File: config.mk
export PLATFORM = sky130hd
export DESIGN_NAME = program_loader_flat
export DESIGN_NICKNAME = d
export VERILOG_FILES = /design/src/rtl/program_loader_if.sv /design/src/rtl/program_loader.sv /design/src/flat_wrapper.sv
export SDC_FILE = /design/constraint.sdc
export NUM_CORES = 1
export LEC_CHECK = 0
export ABC_AREA = 1
export CORE_ASPECT_RATIO = 1.4
export CORE_UTILIZATION = 51
export CTS_BUF_LIST = sky130_fd_sc_hd__clkbuf_16
export DETAILED_ROUTE_END_ITERATION = 6
export PLACE_DENSITY = 0.73
export SYNTH_ARGS = -nofsm -noshare
export SYNTH_HDL_FRONTEND = slang
export SYNTH_SLANG_ARGS = --single-unit
export TNS_END_PERCENT = 10
File: constraint.sdc
create_clock -name clk -period 6.3 [get_ports clk]
set_input_delay 1.26 -clock clk [delete_from_list [all_inputs] [get_ports clk]]
set_output_delay 1.26 -clock clk [all_outputs]
set_load 0.02 [all_outputs]
File: src/rtl/program_loader_if.sv
// Byte-stream valid/ready channel feeding the program loader.
// master = byte source (e.g. UART receiver), slave = loader.
interface program_loader_if;
   logic       in_valid;
   logic [7:0] in_data;
   logic       in_ready;

   modport master (output in_valid, output in_data, input in_ready);
   modport slave  (input in_valid, input in_data, output in_ready);
endinterface

File: src/rtl/program_loader.sv
// Boot-time loader: packs a length-prefixed little-endian byte stream into halfwords
// and writes them to instruction memory, holding the core in reset until loaded.
// Optional feature: define CHECKSUM_EN to require a trailing XOR checksum byte.
module program_loader #(
   parameter int unsigned PROG_ADDR_WIDTH = 7,
   parameter int unsigned HALF_WIDTH      = 16
) (
   input  logic                       clk,
   input  logic                       reset,
   input  logic                       start,
   program_loader_if.slave            stream,
   output logic                       mem_write_en,
   output logic [HALF_WIDTH-1:0]      mem_write_data,
   output logic [PROG_ADDR_WIDTH-1:0] mem_address,
   output logic                       core_hold,
   output logic                       busy,
   output logic                       done,
   output logic                       error
);

   localparam int unsigned MAX_HALVES = 2 ** (PROG_ADDR_WIDTH - 1);
   localparam int unsigned LEN_W      = 16;

   typedef enum logic [2:0] {
      S_IDLE,
      S_LEN_LO,
      S_LEN_HI,
      S_DATA_LO,
      S_DATA_HI,
`ifdef CHECKSUM_EN
      S_CSUM,
`endif
      S_DONE,
      S_ERROR
   } state_t;

   state_t           state;
   logic [7:0]       len_lo;
   logic [7:0]       data_lo;
   logic [LEN_W-1:0] len;
   logic [LEN_W-1:0] hw_cnt;
   logic             accept;
   logic [LEN_W-1:0] len_full;
`ifdef CHECKSUM_EN
   logic [7:0]       csum;
`endif

   assign accept   = stream.in_valid && stream.in_ready;
   assign len_full = {stream.in_data, len_lo};

   // Single-process FSM; every transition sets the registered status outputs for the
   // state being entered so they line up with the state register.
   always_ff @(posedge clk or posedge reset) begin
      if (reset) begin
         state           <= S_IDLE;
         stream.in_ready <= 1'b0;
         mem_write_en    <= 1'b0;
         mem_write_data  <= '0;
         mem_address     <= '0;
         core_hold       <= 1'b1;
         busy            <= 1'b0;
         done            <= 1'b0;
         error           <= 1'b0;
         len_lo          <= '0;
         data_lo         <= '0;
         len             <= '0;
         hw_cnt          <= '0;
`ifdef CHECKSUM_EN
         csum            <= '0;
`endif
      end else begin
         mem_write_en <= 1'b0;
         if (mem_write_en) begin
            mem_address <= mem_address + PROG_ADDR_WIDTH'(2);
         end

         case (state)
            S_IDLE, S_DONE, S_ERROR: begin
               if (start) begin
                  state           <= S_LEN_LO;
                  stream.in_ready <= 1'b1;
                  busy            <= 1'b1;
                  core_hold       <= 1'b1;
                  done            <= 1'b0;
                  error           <= 1'b0;
                  mem_address     <= '0;
                  hw_cnt          <= '0;
`ifdef CHECKSUM_EN
                  csum            <= '0;
`endif
               end
            end

            S_LEN_LO: begin
               if (accept) begin
                  len_lo <= stream.in_data;
                  state  <= S_LEN_HI;
               end
            end

            S_LEN_HI: begin
               if (accept) begin
                  len <= len_full;
                  if (len_full == '0) begin
`ifdef CHECKSUM_EN
                     state           <= S_CSUM;
`else
                     state           <= S_DONE;
                     stream.in_ready <= 1'b0;
                     busy            <= 1'b0;
                     done            <= 1'b1;
                     core_hold       <= 1'b0;
`endif
                  end else if (32'(len_full) > MAX_HALVES) begin
                     // Image would not fit: refuse before any write happens.
                     state           <= S_ERROR;
                     stream.in_ready <= 1'b0;
                     busy            <= 1'b0;
                     error           <= 1'b1;
                  end else begin
                     state <= S_DATA_LO;
                  end
               end
            end

            S_DATA_LO: begin
               if (accept) begin
                  data_lo <= stream.in_data;
                  state   <= S_DATA_HI;
`ifdef CHECKSUM_EN
                  csum    <= csum ^ stream.in_data;
`endif
               end
            end

            S_DATA_HI: begin
               if (accept) begin
                  mem_write_en   <= 1'b1;
                  mem_write_data <= HALF_WIDTH'({stream.in_data, data_lo});
                  hw_cnt         <= hw_cnt + LEN_W'(1);
`ifdef CHECKSUM_EN
                  csum           <= csum ^ stream.in_data;
`endif
                  if (hw_cnt + LEN_W'(1) == len) begin
`ifdef CHECKSUM_EN
                     state           <= S_CSUM;
`else
                     state           <= S_DONE;
                     stream.in_ready <= 1'b0;
                     busy            <= 1'b0;
                     done            <= 1'b1;
                     core_hold       <= 1'b0;
`endif
                  end else begin
                     state <= S_DATA_LO;
                  end
               end
            end

`ifdef CHECKSUM_EN
            S_CSUM: begin
               if (accept) begin
                  stream.in_ready <= 1'b0;
                  busy            <= 1'b0;
                  if (stream.in_data == csum) begin
                     state     <= S_DONE;
                     done      <= 1'b1;
                     core_hold <= 1'b0;
                  end else begin
                     state <= S_ERROR;
                     error <= 1'b1;
                  end
               end
            end
`endif

            default: begin
               state           <= S_IDLE;
               stream.in_ready <= 1'b0;
               busy            <= 1'b0;
               core_hold       <= 1'b1;
            end
         endcase
      end
   end

endmodule

File: src/flat_wrapper.sv
// flat-port wrapper written by rule: the top's interface ports become plain ports
module program_loader_flat 
#(
   parameter int unsigned PROG_ADDR_WIDTH = 7,
   parameter int unsigned HALF_WIDTH      = 16
)
  (clk, reset, start, mem_write_en, mem_write_data, mem_address, core_hold, busy, done, error, stream_in_valid, stream_in_data, stream_in_ready);
  program_loader_if stream_i ();
  input  logic clk;
  input  logic reset;
  input  logic start;
  output logic mem_write_en;
  output logic [HALF_WIDTH-1:0] mem_write_data;
  output logic [PROG_ADDR_WIDTH-1:0] mem_address;
  output logic core_hold;
  output logic busy;
  output logic done;
  output logic error;
  input wire logic [$bits(stream_i.in_valid)-1:0] stream_in_valid;
  input wire logic [$bits(stream_i.in_data)-1:0] stream_in_data;
  output wire logic [$bits(stream_i.in_ready)-1:0] stream_in_ready;
  assign stream_i.in_valid = stream_in_valid;
  assign stream_i.in_data = stream_in_data;
  assign stream_in_ready = stream_i.in_ready;
  program_loader #(.PROG_ADDR_WIDTH(PROG_ADDR_WIDTH), .HALF_WIDTH(HALF_WIDTH)) u_core (.clk(clk), .reset(reset), .start(start), .stream(stream_i), .mem_write_en(mem_write_en), .mem_write_data(mem_write_data), .mem_address(mem_address), .core_hold(core_hold), .busy(busy), .done(done), .error(error));
endmodule
# Word level (Yosys, flattened, before mapping)
# Cells that the tools add are included.
op_classes:
  addsub: 2
  magnitude_cmp: 1
  eq_ne: 17
  muxes: 37
  bitwise_logic: 1
  n_reduce_logical: 18
ops:
  columns: ["op", "n"]
  rows:
  - ["16-bit two-way mux", 2]
  - ["16-bit one-hot mux with 2 select lines", 1]
  - ["3-bit two-way mux", 8]
  - ["7-bit two-way mux", 3]
  - ["1-bit two-way mux", 18]
  - ["6-bit AND reduction", 3]
  - ["16-bit by 1-bit adder with 16-bit output, second input constant", 1]
  - ["16-bit equality test", 1]
  - ["16-bit by 7-bit > comparator with 1-bit output, second input constant", 1]
  - ["16-bit zero test", 1]
  - ["3-bit one-hot mux with 5 select lines", 1]
  - ["2-bit by 1-bit != test with 1-bit output, second input constant", 7]
  - ["5-bit AND reduction", 2]
  - ["3-bit equality test, second input constant", 3]
  - ["1-bit one-hot mux with 4 select lines", 2]
  - ["2-bit AND reduction", 4]
  - ["7-bit by 2-bit adder with 7-bit output, second input constant", 1]
  - ["3-bit by 2-bit equality test with 1-bit output, second input constant", 2]
  - ["2-bit != test, second input constant", 2]
  - ["2-bit nonzero test", 2]
  - ["3-bit by 1-bit equality test with 1-bit output, second input constant", 1]
  - ["3-bit zero test", 1]
  - ["3-bit by 1-bit != test with 1-bit output, second input constant", 1]
  - ["1-bit one-hot mux with 3 select lines", 1]
  - ["other kinds (7)", 7]
word_totals:
  register_bits: 79
  input_bits: 12
  wordCells: 88

# Longest topological paths before layout
logic_depth:
  depth_word: 5
  ltp_mapped: 16
  ltp_nobuf: 16

# Worst setup path after synthesis
# OpenSTA, ideal clock, no wires.
synth_path:
  path_kind: "input port to flip-flop"
  start: "input port stream_in_valid"
  end: "register u_core.mem_write_data[8]"
  setup_ns: 0.133
  arrival_ns: 2.075
  t_required_ns: 6.167
  setup_slack_ns: 4.092
  path_stages: 6
  n_path_buf: 1
  cell_sequence: "nand2_1 -> nor2_1 -> inv_2 -> clkbuf_1 -> nand2_1 -> o21ai_0"
synth_between:
  elab_chain_len: 2
synth_lines:
  columns: ["element", "line", "rtl"]
  rows:
  - ["start: declaration", "flat_wrapper.sv:19", "input wire logic [$bits(stream_i.in_valid)-1:0] stream_in_valid;"]
  - ["1-bit logical AND", "program_loader.sv:48", "assign accept = stream.in_valid && stream.in_ready;"]
  - ["2-bit AND reduction (no source line)", null, null]
  - ["end signal: assignment", "program_loader.sv:139", "mem_write_data <= HALF_WIDTH'({stream.in_data, data_lo});"]
  - ["end: declaration", "program_loader.sv:13", "output logic [HALF_WIDTH-1:0] mem_write_data,"]
# Every way passes these cells.
# A chain may end at the register's enable or synchronous reset.

# Worst setup path in the final report
layout_path:
  start: "input port stream_in_valid"
  end: "register u_core.mem_write_data[15]"
# The elaborated chain is that of the path after synthesis.

==> impl_metrics.ini <==
[setup_path]
crit_fanout = 34
crit_path_frequent_cell = nand2_1
cp_cell_sequence = clkdlybuf4s50_1, nand2_1, nor2_1, buf_4, inv_2, nand2_1, o21ai_0
critPathRequiredTime_ns = 6.49
worst_setup_path_end_kind = flop
critPathArrivalTime_ns = 3.07
crit_family = buffers and inverters
critPathMaxStageDelay_ns = 0.54
crit_type = input port to flop
startpoint_type = input port
slowest_stage = nor2_1
path_depth = 7
reg2reg_depth = 5
crit_buf_inv = 3

[sta]
whs_ns = 0.4769
skew_ns = 0.004043
tightest_slew_ns = 0.8099
min_period_over_period_pct = 45.67
fmax_ghz = 0.3475
slew_violations = 0
post-route-min-period_ns = 2.877
setup_viol = 0
rsz0062_at_grt = no
finalSetupTns_ns = 0
relSlewSlack_pct = 45.87
hold_viol_final = 0

[floorplan]
coreArea_sq_mm = 0.007361
die_h_microns = 105.5
dieWidth_microns = 75.90
ios = 41
row_count = 37
dieArea_sq_mm = 0.008003
start_util_pct = 52.97

[cts]
cts_tree = yes
cts_num_sinks = 78
postCtsHoldBufs = 0
cts-root-buf = clkbuf_16
cts_buffers = 9
clock_path_buffers = 2
worstSkewPairLatency_ns = 0.34
clk_pin_slew_ns = 0.06
cts_resized = 0
postCtsSetupRepairBufs = 0
h-tree-depth = 3

[power]
p_per_area_mw_per_mm2 = 440.8
worst_ir_drop_vdd_uv = 269.2
p_total_mw = 2.057
leakage_nw = 2.247

[status]
status = finished, final reports clean

[cells_and_area]
nets = 556
final_cell_area_sq_mm = 0.004667
layout-drive-gt1-share_pct = 6.581
synthToLayoutAreaGrowth_pct = 19.70
final_core_util_pct = 63.40
diodes = 0

[synth]
syn_inst = 503
avgSynthCellArea_sq_um = 7.751
ys_warn_count = 0
syn_area_sq_mm = 0.003899
synthTopCellsByArea = dfrtp_1 49%, nand2_1 16%, o21ai_0 6.2%, inv_1 5.7%, nand3_1 4.9%
synth_seq_cells = 78
syn_nets = 517
yosysTopAreaCellShare_pct = 49.42
synth_cell_types = 32
synth-seq-area-share_pct = 50.10
yosysTopAreaCell = dfrtp_1

[global_route]
grt_pass1_vias = 3250
antenna_found_initial = 0
grt_pass1_wl_microns = 15150
gr-total-overflow = 0
grt.total_usage_pct = 25.53
grt_max_degree = 42

[detailed_routing]
postRouteAntennaNets = 0
num_vias = 3386
drc = 0
wl_per_cell_microns = 14.37
drt_iter0_markers = 217
firstDrtPassIters = 5
wirelength_microns = 9253
via_per_inst = 5.258

[hold_path]
holdPathStages = 2
hp-class = flop to flop

[run]
maxCapViolCount = 0

[place]
dpl_cell_area_sq_mm = 0.004367
dp_hpwl_microns = 6478
routabilityCongestion = 0.8421
io_buffers = 39
-- synthesized netlist by cell type --
master / count
o21ai_0: 48
ha_1: 2
inv_1: 59
nand4_1: 9
a32o_1: 1
inv_2: 1
conb_1: 1
nand3_2: 2
a31oi_1: 1
o21ai_1: 5
xnor2_1: 1
nand2_2: 5
o21a_1: 1
nor2_4: 4
dfrtp_1: 77
xor2_1: 4
dfstp_2: 1
nor2_1: 33
a211oi_1: 1
xnor3_1: 1
nand3_1: 38
buf_2: 2
nor3_1: 2
clkbuf_1: 9
a21oi_1: 6
a22o_1: 1
buf_4: 2
nand2_1: 166
and3_1: 1
nor2_2: 5
nand3b_1: 5
o22ai_1: 9
-- power breakdown --
group          internal [mW]  leakage [nW]  switching, mW
sequential             0.676          1.03          0.128
combinational          0.298          1.08          0.437
clock                  0.307         0.139          0.212
-- final timing paths --
kind | startpoint | end | slack [ns]
max in group asynchronous | reset | u_core.hw_cnt[5] | 3.91
setup reg to reg | u_core.state[0] | u_core.len[11] | 4.12
min in group asynchronous | reset | u_core.data_lo[4] | 1.39
hold reg to reg | u_core.mem_write_data[0] | u_core.mem_write_data[0] | 0.48
hold / removal | u_core.mem_write_data[0] | u_core.mem_write_data[0] | 0.48
setup / recovery | stream_in_valid | u_core.mem_write_data[15] | 3.42
-- layout by cell type (no fill, tap or decap), drive strengths merged --
cell type      count
clkbuf             9
a31oi              1
inv               60
ha                 2
o21ai             53
clkinv             4
conb               1
xnor3              1
xor2               4
nor2              42
a211oi             1
bufinv             1
o21a               1
nand4              9
a32o               1
nand3b             5
buf                2
o22ai              9
dfstp              1
nand3             40
nor3               2
and3               1
a22o               1
dfrtp             77
clkinvlp           2
nand2            171
xnor2              1
a21oi              6
clkdlybuf4s50     39
-- per-layer routing --
layer | share of wire (%) | global-route usage (%)
met3 | 3.4 | 5.641
met2 | 53 | 42.98
met4 | 2.0 | 8.466
met5 | 0 | 0
met1 | 42 | 31.66
-- state kept, by name, indices dropped and copies added, names as in the netlist --
| register | cells |
|---|---|
| u_core.core_hold | 1 |
| u_core.data_lo | 8 |
| u_core.done | 1 |
| u_core.error | 1 |
| u_core.hw_cnt | 16 |
| u_core.len | 16 |
| u_core.len_lo | 8 |
| u_core.mem_address | 6 |
| u_core.mem_write_data | 16 |
| u_core.mem_write_en | 1 |
| u_core.state | 3 |
| u_core.stream.in_ready | 1 |
-- cell families (layout without fill, tap and decap cells) --
kind of cell / count (synthesis) / in the layout / synth area share, %
compound gates: 73 / 73 / 10.05
xor+xnor: 6 / 6 / 1.701
fa+ha+maj: 2 / 2 / 0.6417
buf+inv: 73 / 117 / 7.285
flops: 78 / 78 / 50.10
other cells: 1 / 1 / 0.09618
simple gates: 270 / 270 / 30.13
-- area by class of cell --
cell class                      instances  area, sq um
Fill cell                             606         2694
Sequential cell                        78         1953
Multi-Input combinational cell        352         1662
Timing Repair Buffer                   41        405.4
Clock buffer                            9        225.2
Inverter                               60        225.2
Tap cell                               97        121.4
Clock inverter                          7        75.07
-- metrics by stage --
step	instances	setup slack (ns)
finish	644	3.423
global route	644	3.245
CTS	644	3.415
detailed placement	628	3.095
global placement	628	3.113
floorplan	503	3.047
-- worst register-to-register path, delay by kind of cell, from the launching register on --
| family | cells | cell delay, ns |
|---|---|---|
| AOI/OAI and AO/OA | 1 | 0.44 |
| and+or+nand+nor | 3 | 1.12 |
| buffers and inverters | 1 | 0.12 |
| DFF | 1 | 0.39 |
Note: power is estimated with default switching activity, not from simulation.
